### src/rtl/ps2_rx_apb_fifo.sv
`timescale 1ns/1ps
// PS/2 keyboard receiver: synchroniser, glitch filter, frame FSM, byte FIFO and APB registers.
// Optional build macro PS2_RX_TIMEOUT_EN aborts stalled frames after TIMEOUT_CYCLES idle cycles.
module ps2_rx_apb_fifo #(
  parameter int unsigned FIFO_DEPTH     = 8,
  parameter int unsigned SYNC_STAGES    = 2,
  parameter int unsigned FILTER_LEN     = 4,
  parameter int unsigned TIMEOUT_CYCLES = 50000
) (
  input  logic        clock,
  input  logic        reset,
  input  logic [31:0] in_paddr,
  input  logic        in_psel,
  input  logic        in_penable,
  input  logic [2:0]  in_pprot,
  input  logic        in_pwrite,
  input  logic [31:0] in_pwdata,
  input  logic [3:0]  in_pstrb,
  output logic        in_pready,
  output logic [31:0] in_prdata,
  output logic        in_pslverr,
  input  logic        ps2_clk,
  input  logic        ps2_data,
  output logic        irq
);

  localparam int unsigned PTR_W = $clog2(FIFO_DEPTH);
  localparam int unsigned CNT_W = PTR_W + 1;
  localparam int unsigned FLT_W = $clog2(FILTER_LEN + 1);

  localparam logic [1:0] S_IDLE = 2'd0, S_DATA = 2'd1, S_PARITY = 2'd2, S_STOP = 2'd3;
  localparam logic [1:0] A_DATA = 2'd0, A_STATUS = 2'd1, A_CTRL = 2'd2, A_RSVD = 2'd3;

  logic [SYNC_STAGES-1:0] clk_sync_q, clk_sync_d, data_sync_q, data_sync_d;
  logic [FLT_W-1:0]       filt_cnt_q, filt_cnt_d;
  logic                   filt_q, filt_d;
  logic                   clk_s, data_s, strobe;

  logic [1:0]             state_q, state_d;
  logic [2:0]             bit_idx_q, bit_idx_d;
  logic [7:0]             shift_q, shift_d;
  logic                   parity_q, parity_d;
  logic                   push, perr_set, ferr_set, to_abort;

  logic [7:0]             mem_q [FIFO_DEPTH];
  logic [PTR_W-1:0]       wr_ptr_q, wr_ptr_d, rd_ptr_q, rd_ptr_d;
  logic [CNT_W-1:0]       count_q, count_d;
  logic                   nonempty, full, pop, fifo_we, flush, ovf_set;

  logic                   ovf_q, ovf_d, perr_q, perr_d, ferr_q, ferr_d;
  logic                   en_q, en_d, irq_en_q, irq_en_d, irq_q, irq_d;

  logic                   access, wr_status, wr_ctrl;
  logic [1:0]             addr;

  assign clk_s  = clk_sync_q[SYNC_STAGES-1];
  assign data_s = data_sync_q[SYNC_STAGES-1];

  // NOTE: every signal assigned in an always_comb gets a default first, so no path can infer a latch.
  always_comb begin
    clk_sync_d  = {clk_sync_q[SYNC_STAGES-2:0], ps2_clk};
    data_sync_d = {data_sync_q[SYNC_STAGES-2:0], ps2_data};
    filt_d      = filt_q;
    filt_cnt_d  = '0;
    // The filtered clock only follows a run of FILTER_LEN samples that disagree with it.
    if (clk_s != filt_q) begin
      if (filt_cnt_q == FLT_W'(FILTER_LEN - 1)) filt_d = clk_s;
      else filt_cnt_d = filt_cnt_q + 1'b1;
    end
  end

  assign strobe = filt_q & ~filt_d;

`ifdef PS2_RX_TIMEOUT_EN
  localparam int unsigned TO_W = $clog2(TIMEOUT_CYCLES + 1);
  logic [TO_W-1:0] to_cnt_q, to_cnt_d;

  always_comb begin
    to_cnt_d = to_cnt_q + 1'b1;
    to_abort = 1'b0;
    if (state_q == S_IDLE || strobe) begin
      to_cnt_d = '0;
    end else if (to_cnt_q == TO_W'(TIMEOUT_CYCLES - 1)) begin
      to_abort = 1'b1;
      to_cnt_d = '0;
    end
  end

  always_ff @(posedge clock or negedge reset) begin
    if (!reset) to_cnt_q <= '0;
    else        to_cnt_q <= to_cnt_d;
  end
`else
  logic unused_timeout;
  assign unused_timeout = (TIMEOUT_CYCLES != 0);
  assign to_abort       = 1'b0;
`endif

  always_comb begin
    state_d   = state_q;
    bit_idx_d = bit_idx_q;
    shift_d   = shift_q;
    parity_d  = parity_q;
    push      = 1'b0;
    perr_set  = 1'b0;
    ferr_set  = 1'b0;
    if (!en_q) begin
      state_d = S_IDLE;
    end else if (to_abort) begin
      state_d  = S_IDLE;
      ferr_set = 1'b1;
    end else if (strobe) begin
      case (state_q)
        S_IDLE: if (!data_s) begin
          state_d   = S_DATA;
          bit_idx_d = 3'd0;
        end
        S_DATA: begin
          shift_d   = {data_s, shift_q[7:1]};
          bit_idx_d = bit_idx_q + 3'd1;
          if (bit_idx_q == 3'd7) state_d = S_PARITY;
        end
        S_PARITY: begin
          parity_d = data_s;
          state_d  = S_STOP;
        end
        default: begin
          push     = data_s & (^{shift_q, parity_q});
          ferr_set = ~data_s;
          perr_set = ~(^{shift_q, parity_q});
          state_d  = S_IDLE;
        end
      endcase
    end
  end

  assign access    = in_psel & in_penable;
  assign addr      = in_paddr[3:2];
  assign wr_status = access & in_pwrite & (addr == A_STATUS) & in_pstrb[0];
  assign wr_ctrl   = access & in_pwrite & (addr == A_CTRL) & in_pstrb[0];
  assign nonempty  = (count_q != '0);
  assign full      = (count_q == CNT_W'(FIFO_DEPTH));
  assign pop       = access & ~in_pwrite & (addr == A_DATA) & nonempty;
  assign flush     = wr_ctrl & in_pwdata[2];
  assign fifo_we   = push & (~full | pop) & ~flush;
  assign ovf_set   = push & full & ~pop;

  always_comb begin
    wr_ptr_d = wr_ptr_q;
    rd_ptr_d = rd_ptr_q;
    count_d  = count_q;
    if (flush) begin
      wr_ptr_d = '0;
      rd_ptr_d = '0;
      count_d  = '0;
    end else begin
      if (fifo_we) wr_ptr_d = wr_ptr_q + 1'b1;
      if (pop)     rd_ptr_d = rd_ptr_q + 1'b1;
      if (fifo_we && !pop)      count_d = count_q + 1'b1;
      else if (!fifo_we && pop) count_d = count_q - 1'b1;
    end
  end

  // A new set outranks a same-cycle W1C of the same flag.
  always_comb begin
    ovf_d    = ovf_set  | (ovf_q  & ~(wr_status & in_pwdata[2]));
    perr_d   = perr_set | (perr_q & ~(wr_status & in_pwdata[3]));
    ferr_d   = ferr_set | (ferr_q & ~(wr_status & in_pwdata[4]));
    en_d     = wr_ctrl ? in_pwdata[0] : en_q;
    irq_en_d = wr_ctrl ? in_pwdata[1] : irq_en_q;
    irq_d    = irq_en_q & (nonempty | ovf_q | perr_q | ferr_q);
  end

  // NOTE: sequential state uses non-blocking assignments so every flop samples pre-edge values.
  always_ff @(posedge clock or negedge reset) begin
    if (!reset) begin
      clk_sync_q  <= '1;
      data_sync_q <= '1;
      filt_cnt_q  <= '0;
      filt_q      <= 1'b1;
      state_q     <= S_IDLE;
      bit_idx_q   <= '0;
      shift_q     <= '0;
      parity_q    <= 1'b0;
      wr_ptr_q    <= '0;
      rd_ptr_q    <= '0;
      count_q     <= '0;
      ovf_q       <= 1'b0;
      perr_q      <= 1'b0;
      ferr_q      <= 1'b0;
      en_q        <= 1'b1;
      irq_en_q    <= 1'b0;
      irq_q       <= 1'b0;
    end else begin
      clk_sync_q  <= clk_sync_d;
      data_sync_q <= data_sync_d;
      filt_cnt_q  <= filt_cnt_d;
      filt_q      <= filt_d;
      state_q     <= state_d;
      bit_idx_q   <= bit_idx_d;
      shift_q     <= shift_d;
      parity_q    <= parity_d;
      wr_ptr_q    <= wr_ptr_d;
      rd_ptr_q    <= rd_ptr_d;
      count_q     <= count_d;
      ovf_q       <= ovf_d;
      perr_q      <= perr_d;
      ferr_q      <= ferr_d;
      en_q        <= en_d;
      irq_en_q    <= irq_en_d;
      irq_q       <= irq_d;
    end
  end

  // NOTE: the storage array has no reset; count and pointers alone decide which entries are valid.
  always_ff @(posedge clock) begin
    if (fifo_we) mem_q[wr_ptr_q] <= shift_q;
  end

  always_comb begin
    in_prdata = '0;
    if (access && !in_pwrite) begin
      case (addr)
        A_DATA:   if (nonempty) in_prdata = {23'b0, 1'b1, mem_q[rd_ptr_q]};
        A_STATUS: begin
          in_prdata[4:0]       = {ferr_q, perr_q, ovf_q, full, nonempty};
          in_prdata[5 +: CNT_W] = count_q;
        end
        A_CTRL:   in_prdata[1:0] = {irq_en_q, en_q};
        default:  in_prdata = '0;
      endcase
    end
  end

  assign in_pslverr = access & (((addr == A_DATA) & in_pwrite) | (addr == A_RSVD));
  assign in_pready  = 1'b1;
  assign irq        = irq_q;

  logic unused_ok;
  assign unused_ok = &{1'b0, in_pprot, in_paddr[31:4], in_paddr[1:0],
                       in_pwdata[31:5], in_pstrb[3:1]};

endmodule

### config.mk
export PLATFORM = sky130hd
export DESIGN_NAME = ps2_rx_apb_fifo
export DESIGN_NICKNAME = d
export VERILOG_FILES = /design/src/rtl/ps2_rx_apb_fifo.sv
export SDC_FILE = /design/constraint.sdc
export NUM_CORES = 1
export LEC_CHECK = 0
export CAP_MARGIN = 5
export CELL_PAD_IN_SITES_DETAIL_PLACEMENT = 1
export CELL_PAD_IN_SITES_GLOBAL_PLACEMENT = 2
export CORE_ASPECT_RATIO = 0.7
export CORE_UTILIZATION = 36
export DETAILED_ROUTE_END_ITERATION = 10
export PLACE_DENSITY_LB_ADDON = 0.1
export SYNTH_ARGS = -nofsm -noshare
export SYNTH_HDL_FRONTEND = slang
export SYNTH_SLANG_ARGS = --single-unit
export TNS_END_PERCENT = 50
### constraint.sdc
create_clock -name clock -period 8.5 [get_ports clock]
set_clock_uncertainty 0.2 [all_clocks]
set_input_delay 1.275 -clock clock [delete_from_list [all_inputs] [get_ports clock]]
set_output_delay 1.275 -clock clock [all_outputs]
set_load 0.02 [all_outputs]
# Yosys cells after proc, flatten, opt, wreduce, memory -nomap -nowiden
# Memories as Yosys holds them, arrays and structs flattened.
# Index checks and enable logic that the tools add are counted.
[totals]
register_bits = 38
rom_bits = 0
latch_bits = 0
output_inout_bits = 35
elab_cells = 133
mem_bits_rw = 64
mem_count = 1
[memory_table]
columns = ["name", "words", "word_bits", "rd", "rd_ports_with_merged_regs", "wr", "line", "source"]
rows = [
  ["mem_q", 8, 8, 1, 0, 1, "45", "logic [7:0] mem_q [FIFO_DEPTH];"],
]
[classes]
n_mux = 34
reduce_logical = 19
shift = 0
n_div = 0
multipliers = 0
n_addsub = 6
n_lt_le_gt_ge = 0
n_eq_ne = 13
bitwise_logic = 43
[op_table]
columns = ["operator", "count"]
rows = [
  ["$mux 32", 1],
  ["$and 1x1->1", 25],
  ["$mux 23", 1],
  ["$mux 3", 7],
  ["$pmux 7 s2", 1],
  ["$mux 1", 13],
  ["$add 3x1->3 const B", 4],
  ["$mux 4", 3],
  ["$pmux 2 s3", 2],
  ["$not 1->1", 10],
  ["$mux 9", 1],
  ["$reduce_and 3->1", 3],
  ["$reduce_xor 9->1", 1],
  ["$mux 2", 4],
  ["$or 1x1->1", 8],
  ["$eq 2x2->1 const B", 3],
  ["$ne 3x3->1 const B", 2],
  ["$pmux 3 s2", 1],
  ["$reduce_bool 2->1", 3],
  ["$add 4x1->4 const B", 1],
  ["$eq 2x1->1 const B", 2],
  ["$eq 4x4->1 const B", 1],
  ["$logic_not 2->1", 2],
  ["$ne 2x2->1 const B", 2],
  ["other kinds (10)", 14],
]

# Logic depth before layout (Yosys ltp)
# Gate-level depths: netlist of run 1.
[depth]
depth_word = 14
ltp_mapped = 13
mapped_depth_nobuf = 13

# Least setup slack after synthesis of run 1
# OpenSTA, ideal clock, no wires.
[synth_path]
path_kind = "input-to-output"
start = "input in_paddr[3]"
end = "output in_prdata[1]"
setup_slack_ns = 4.547
arrival_ns = 2.478
stages = 8
path_buffers = 2
path_cell_list = "clkbuf_1 -> nor2_1 -> nand2b_1 -> clkbuf_1 -> nor2_1 -> a21oi_1 -> o22a_1 -> nor2_1"
[synth_between]
elab_chain_len = 3
word_cells_on_any_way = 5
cone_classes = "eq/ne: 2; mux: 2; reduce/logical: 1"
[synth_rtl]
columns = ["item", "line", "source"]
rows = [
  ["from (decl)", "12", "input logic [31:0] in_paddr,"],
  ["$eq 2x2->1 (tied with other cells)", "223", "case (addr)"],
  ["$pmux 2 s3 (*)", "223", ""],
  ["$mux 32 (*)", "222", "if (access && !in_pwrite) begin"],
  ["to (decl)", "20", "output logic [31:0] in_prdata,"],
]
# Every way passes the cells marked *; elsewhere a longest branch is shown, timed or not.

# Final worst setup path of run 1
# Ends and elaborated chain as after synthesis.

==> results of run 1 <==
## power groups by stage
stage          Combinational (uW)  Sequential [uW]  Clock [uW]
2_1_floorplan                 184              577           0
3_3_place_gp                  208              607           0
3_5_place_dp                  214              607           0
4_1_cts                       216              598         418
5_1_grt                       235              602         432
6_report                      211              596         404
## area by class of cell
type	instances	area (sq um)
clock inverters	5	38.8
flip-flops and latches	102	2880
well taps	162	203
fillers	1265	7290
multi-input cells	221	1770
inverters	7	26.3
repair buffers	27	260
clock buffers	11	253
## state kept, by name, indices dropped and copies added (netlist names)
name and cells:
bit_idx_q 3, clk_sync_q 2, count_q 4, data_sync_q 2, en_q 1, ferr_q 1, filt_cnt_q 3, filt_q 1
irq 1, irq_en_q 1, mem_q 64, ovf_q 1, parity_q 1, perr_q 1, rd_ptr_q 3, shift_q 8
state_q 2, wr_ptr_q 3
## through the flow
stage                     power [uW]  hold WS, ns  setup slack, ns  cells  utilization
after floorplan                  762        0.145             4.55    367            -
after global placement           815        0.146             3.48    519        0.404
after detailed placement         822        0.147             3.45    519        0.404
after CTS                       1230        0.158             3.44    535        0.427
after global routing            1270        0.162             3.29    535        0.427
final                           1210        0.157             3.48    535        0.427
## cells by family after synthesis
family | count (synthesis) | share of synthesized area
flip-flops | 102 | 0.598
AND/OR/NAND/NOR | 93 | 0.0995
buffers and inverters | 44 | 0.0533
multiplexers | 42 | 0.132
AO/OA/AOI/OAI | 36 | 0.0512
XOR/XNOR | 14 | 0.0317
adder cells (fa/ha/maj) | 12 | 0.0327
other | 2 | 0.00156
## path summary, 6_finish.rpt
check | to | slack (ns) | depth (start not counted)
max in group asynchronous | parity_q | 6.63 | 1
hold / removal | data_sync_q[1] | 0.16 | 0
hold reg to reg | data_sync_q[1] | 0.16 | 0
setup reg to reg | count_q[3] | 4.52 | 12
setup / recovery | in_prdata[1] | 3.48 | 8
min in group asynchronous | rd_ptr_q[2] | 0.86 | 1
## worst reg2reg max path, stage by stage (launching register included)
cell and delay [ns]:
dfrtp_1 0.53, xor3_2 0.53, or4_1 0.47, mux2i_4 0.39
o21ai_4 0.15, or3_1 0.40, ha_1 0.30, a21o_1 0.17
a21oi_1 0.26, and2_1 0.20, mux2i_1 0.07, nand3b_1 0.10
o31ai_1 0.07
## cells in the final DEF (no fill, tap or decap), types with 4 or more instances in the layout
cell type and instances:
mux2i_1 15, mux4_2 15, a21oi_1 14, nor2b_1 5, xnor2_1 6, dfstp_2 6, nor3b_1 4, xor2_1 6
clkdlybuf4s50_1 24, inv_1 6, nor3_1 4, ha_1 11, clkbuf_16 9, mux2_2 11, dfrtp_1 32, edfxtp_1 64
o21ai_0 6, conb_1 24, nand2_1 22, nor2_1 32
## metal layers
| layer | global-route usage | wire [microns] |
|---|---|---|
| met1 | 0.245 | 5460 |
| met2 | 0.239 | 4670 |
| met3 | 0.0364 | 267 |
| met4 | 0.0456 | 90 |
| met5 | 0 | 0 |
==> flow_metrics.tcl, run 1 <==
set metrics [dict create \
    nets 458 \
    path_class "in -> out" \
    dieHeight_microns 98.8 \
    clock-sinks 102 \
    grt_pass1_wl_microns 16400 \
    syn_inst 345 \
    drc_errors 0 \
    synth_top_area_share 0.399 \
    drt_iter0_markers 182 \
    postCtsSetupBuffers 0 \
    ir_drop_v 0.0000909 \
    cp.arrival_ns 3.55 \
    crit_path_end_kind "output pin" \
    ant_nets 0 \
    powerDensity_nw_per_um2 223 \
    rsz0062_at_grt "no" \
    crit_family "buffers and inverters" \
    dp_hpwl_microns 7210 \
    path_clk_slew_ns 0.07 \
    yosys-top-cells-area "edfxtp_1, dfrtp_1, mux4_2, buf_4, dfstp_2" \
    p_int_uw 871 \
    maxSlewHeadroom 0.281 \
    antenna_found_initial 0 \
    timing.rr.start "shift_q[0]" \
    grt.overflow.total 0 \
    power_frac_clock 0.334 \
    syn_avg_cell_area_sq_um 14.0 \
    tightestPinTransition_ns 1.07 \
    startpoint_type "primary input" \
    cts_buffers 9 \
    wl_per_cell_microns 19.6 \
    diodes 0 \
    synth.largest_area_cell "edfxtp_1" \
    yosys_register_bits 102 \
    clk_latency_ns 0.35 \
    critPathMaxStageDelay_ns 0.61 \
    critPathLaunch "in_paddr[3]" \
    synthTopCellsByCount "edfxtp_1, dfrtp_1, nor2_1" \
    cts_buffer_depth 2 \
    synth-edff-count 64 \
    period_needed_ns 5.02 \
    power.net_switching_uw 339 \
    num_io_pins 113 \
    min_path_type "reg -> reg" \
    drt_wl_total_microns 10500 \
    htreeDepth 3 \
    cts_resized 0 \
    gp_congestion 0.706 \
    synthToLayoutAreaGrowth_pct 12.7 \
    dieArea_sq_um 13800 \
    core_region_area_sq_um 12700 \
    p_seq_frac 0.492 \
    cts_tree "done" \
    vias 2715 \
    holdBufCountCts 0 \
    finalSetupViolCount 0 \
    min_from "data_sync_q[0]" \
    p_leak_uw 0.00194 \
    ys_types 55 \
    slowest_stage "clkdlybuf4s50_1" \
    ys_warn_count 0 \
    initial_core_util 0.379 \
    rows 34 \
    cts_root_buffer "clkbuf_16" \
    maxCapViolCount 0 \
    path_max_fanout 10 \
    grt_max_degree 39 \
    placed_cell_area_sq_um 5130 \
    combPwrFrac 0.174 \
    required_ns 7.03 \
    design_area_sq_um 5430 \
    clock.fmax_mhz 199 \
    status "finished clean" \
    drv_slew 0 \
    yosysMostFrequentCell "edfxtp_1" \
    switching_share 0.280 \
    die_w_microns 140 \
    cpMostUsedCell "nor2_1" \
    min_period_over_period 0.591 \
    drive_gt1_frac 0.166 \
    path_cells "clkdlybuf4s50_1 > nor2_1 > nand2b_1 > nor2_1 > a21oi_1 > o22a_1 > nor2_1 > clkdlybuf4s50_1" \
    critPathBufInv 2 \
    synth_area_sq_um 4810 \
    hold_viol 0 \
    synthFlopType "edfxtp_1" \
    yosysSeqAreaShare 0.598 \
    drtPass1Iterations 4 \
    vias_per_cell 5.07 \
    io_buffers 25 \
    async_reset_ff_frac 0.373 \
    grt_pass1_vias 2776 \
    setup_tns_ns 0 \
    grt_use_total 0.164 \
]
Power figures use the tool's default switching activity.
==> run 2, diff against run 1 <==
--- a/config.mk
+++ b/config.mk
@@ -9,7 +9,7 @@
 export CELL_PAD_IN_SITES_DETAIL_PLACEMENT = 1
 export CELL_PAD_IN_SITES_GLOBAL_PLACEMENT = 2
 export CORE_ASPECT_RATIO = 0.7
-export CORE_UTILIZATION = 36
+export CORE_UTILIZATION = 30
 export DETAILED_ROUTE_END_ITERATION = 10
 export PLACE_DENSITY_LB_ADDON = 0.1
 export SYNTH_ARGS = -nofsm -noshare
==> constraint.sdc (replaced) <==
create_clock -name clock -period 4.3 [get_ports clock]
set_clock_uncertainty 0.2 [all_clocks]
set_input_delay 0.645 -clock clock [delete_from_list [all_inputs] [get_ports clock]]
set_output_delay 0.645 -clock clock [all_outputs]
set_load 0.02 [all_outputs]
==> run 2 against run 1 <==
Clock power rose by 110%. Cell count rose by 11%. Final area grew 4.0%. Sequential cell count unchanged. Combinational power rose by 120%. Via count is 2.9% higher. Critical path depth is the same. Largest cell class unchanged.
==> flow_metrics.tcl, run 2 (synthesis gave the netlist of run 1 again) <==
set metrics [dict create \
    final_common_cell "edfxtp_1" \
    tightestPinTransition_ns 0.969 \
    postCtsSetupBuffers 0 \
    core_region_area_sq_um 15600 \
    min_path_type "reg -> reg" \
    rows 38 \
    hold_viol 0 \
    dieArea_sq_um 16600 \
    initial_core_util 0.309 \
    layout_common_cells "edfxtp_1, nor2_1, dfrtp_1" \
    p_leak_uw 0.00204 \
    drc_errors 0 \
    grt_use_total 0.139 \
    min_period_over_period 0.864 \
    drive_gt1_frac 0.206 \
    io_buffers 25 \
    drv_slew 0 \
    vias 2794 \
    antenna_found_initial 0 \
    post-place-ws_ns 0.455 \
    dp_hpwl_microns 7780 \
    drt_wl_total_microns 10900 \
    grt_pass1_wl_microns 16800 \
    rsz0062_at_grt "no" \
    placed_cell_area_sq_um 5340 \
    grt.overflow.total 0 \
    top_register "mem_q" \
    clk_latency_ns 0.34 \
    ant_nets 0 \
    cts_tree "done" \
    path_class "reg -> out" \
    startpoint_type "flip-flop" \
    cts_resized 0 \
    path_max_fanout 9 \
    required_ns 3.45 \
    num_io_pins 113 \
    wl_per_cell_microns 18.4 \
    design_area_sq_um 5650 \
    path_clk_slew_ns 0.07 \
    holdBufCountCts 0 \
    ir_drop_v 0.000210 \
    holdWs_ns 0.157 \
    finalWorstSetupSlack_ns 0.586 \
    diodes 0 \
    largest_reg_flops 64 \
    setup_tns_ns 0 \
    status "finished clean" \
    crit_path_end_kind "output pin" \
    dieHeight_microns 108 \
    drtPass1Iterations 4 \
    period_needed_ns 3.71 \
    cts_buffers 9 \
    cp.arrival_ns 2.87 \
    grt_pass1_vias 2802 \
    htreeDepth 3 \
    cts_buffer_depth 2 \
    finalSetupViolCount 0 \
    gp_congestion 0.707 \
    grt_max_degree 39 \
    die_w_microns 153 \
    final_util 0.362 \
    powerDensity_nw_per_um2 435 \
    r2r_slack_ns 0.59 \
    n_fill_cell 1628 \
    synthToLayoutAreaGrowth_pct 17.3 \
    clock-sinks 102 \
    maxCapViolCount 0 \
    nets 479 \
    cts_root_buffer "clkbuf_16" \
    maxSlewHeadroom 0.354 \
    clock.fmax_mhz 269 \
    reg.largest.list "mem_q: 64 flops, shift_q: 8 flops, count_q: 4 flops" \
    drt_iter0_markers 130 \
    vias_per_cell 4.70 \
]
[run 2: metal layers]
metal | part of all wire | vias up | global-route usage
li1 | - | 1304 | -
met2 | 0.44 | 28 | 0.212
met1 | 0.53 | 1455 | 0.201
met4 | 0.0069 | 0 | 0.0300
met3 | 0.019 | 7 | 0.0321
met5 | 0 | - | 0
[run 2: worst paths after layout]
check | from | to | cells after the start
setup / recovery | rd_ptr_q[1] | in_prdata[1] | 8
hold / removal | data_sync_q[0] | data_sync_q[1] | 0
setup reg to reg | shift_q[0] | count_q[3] | 11
hold reg to reg | data_sync_q[0] | data_sync_q[1] | 0
max in group asynchronous | reset | filt_cnt_q[0] | 1
min in group asynchronous | reset | wr_ptr_q[0] | 1
[run 2: through the flow]
stage	cells	power, uW
3_5_place_dp	578	1640
3_3_place_gp	578	1630
4_1_cts	594	2500
2_1_floorplan	367	1490
5_1_grt	594	2580
6_report	594	2460
[run 2: layout make-up]
type | count | area (sq um) | share of cell area
inverter | 7 | 26.3 | 0.00465
clock inverter | 4 | 52.6 | 0.00931
clock buffer | 12 | 258 | 0.0457
tap | 200 | 250 | 0.0443
timing repair buffer | 48 | 418 | 0.0740
multi-input combinational | 221 | 1760 | 0.312
sequential | 102 | 2880 | 0.510
[run 2: worst max-delay path, stage by stage, from the launching register on]
cell and delay (ns):
dfrtp_1 0.60, buf_4 0.26, mux2i_1 0.08, mux4_2 0.47, nor2_1 0.15, a21oi_1 0.06, o22a_1 0.21, nor2_1 0.09
clkdlybuf4s50_1 0.61
[run 2: report_power, final]
group / total [uW] / leakage (uW) / internal, uW / switching [uW]
combinational: 459 / 0.000876 / 218 / 242
clock: 846 / 0.000152 / 490 / 356
sequential: 1150 / 0.00101 / 1090 / 64.8
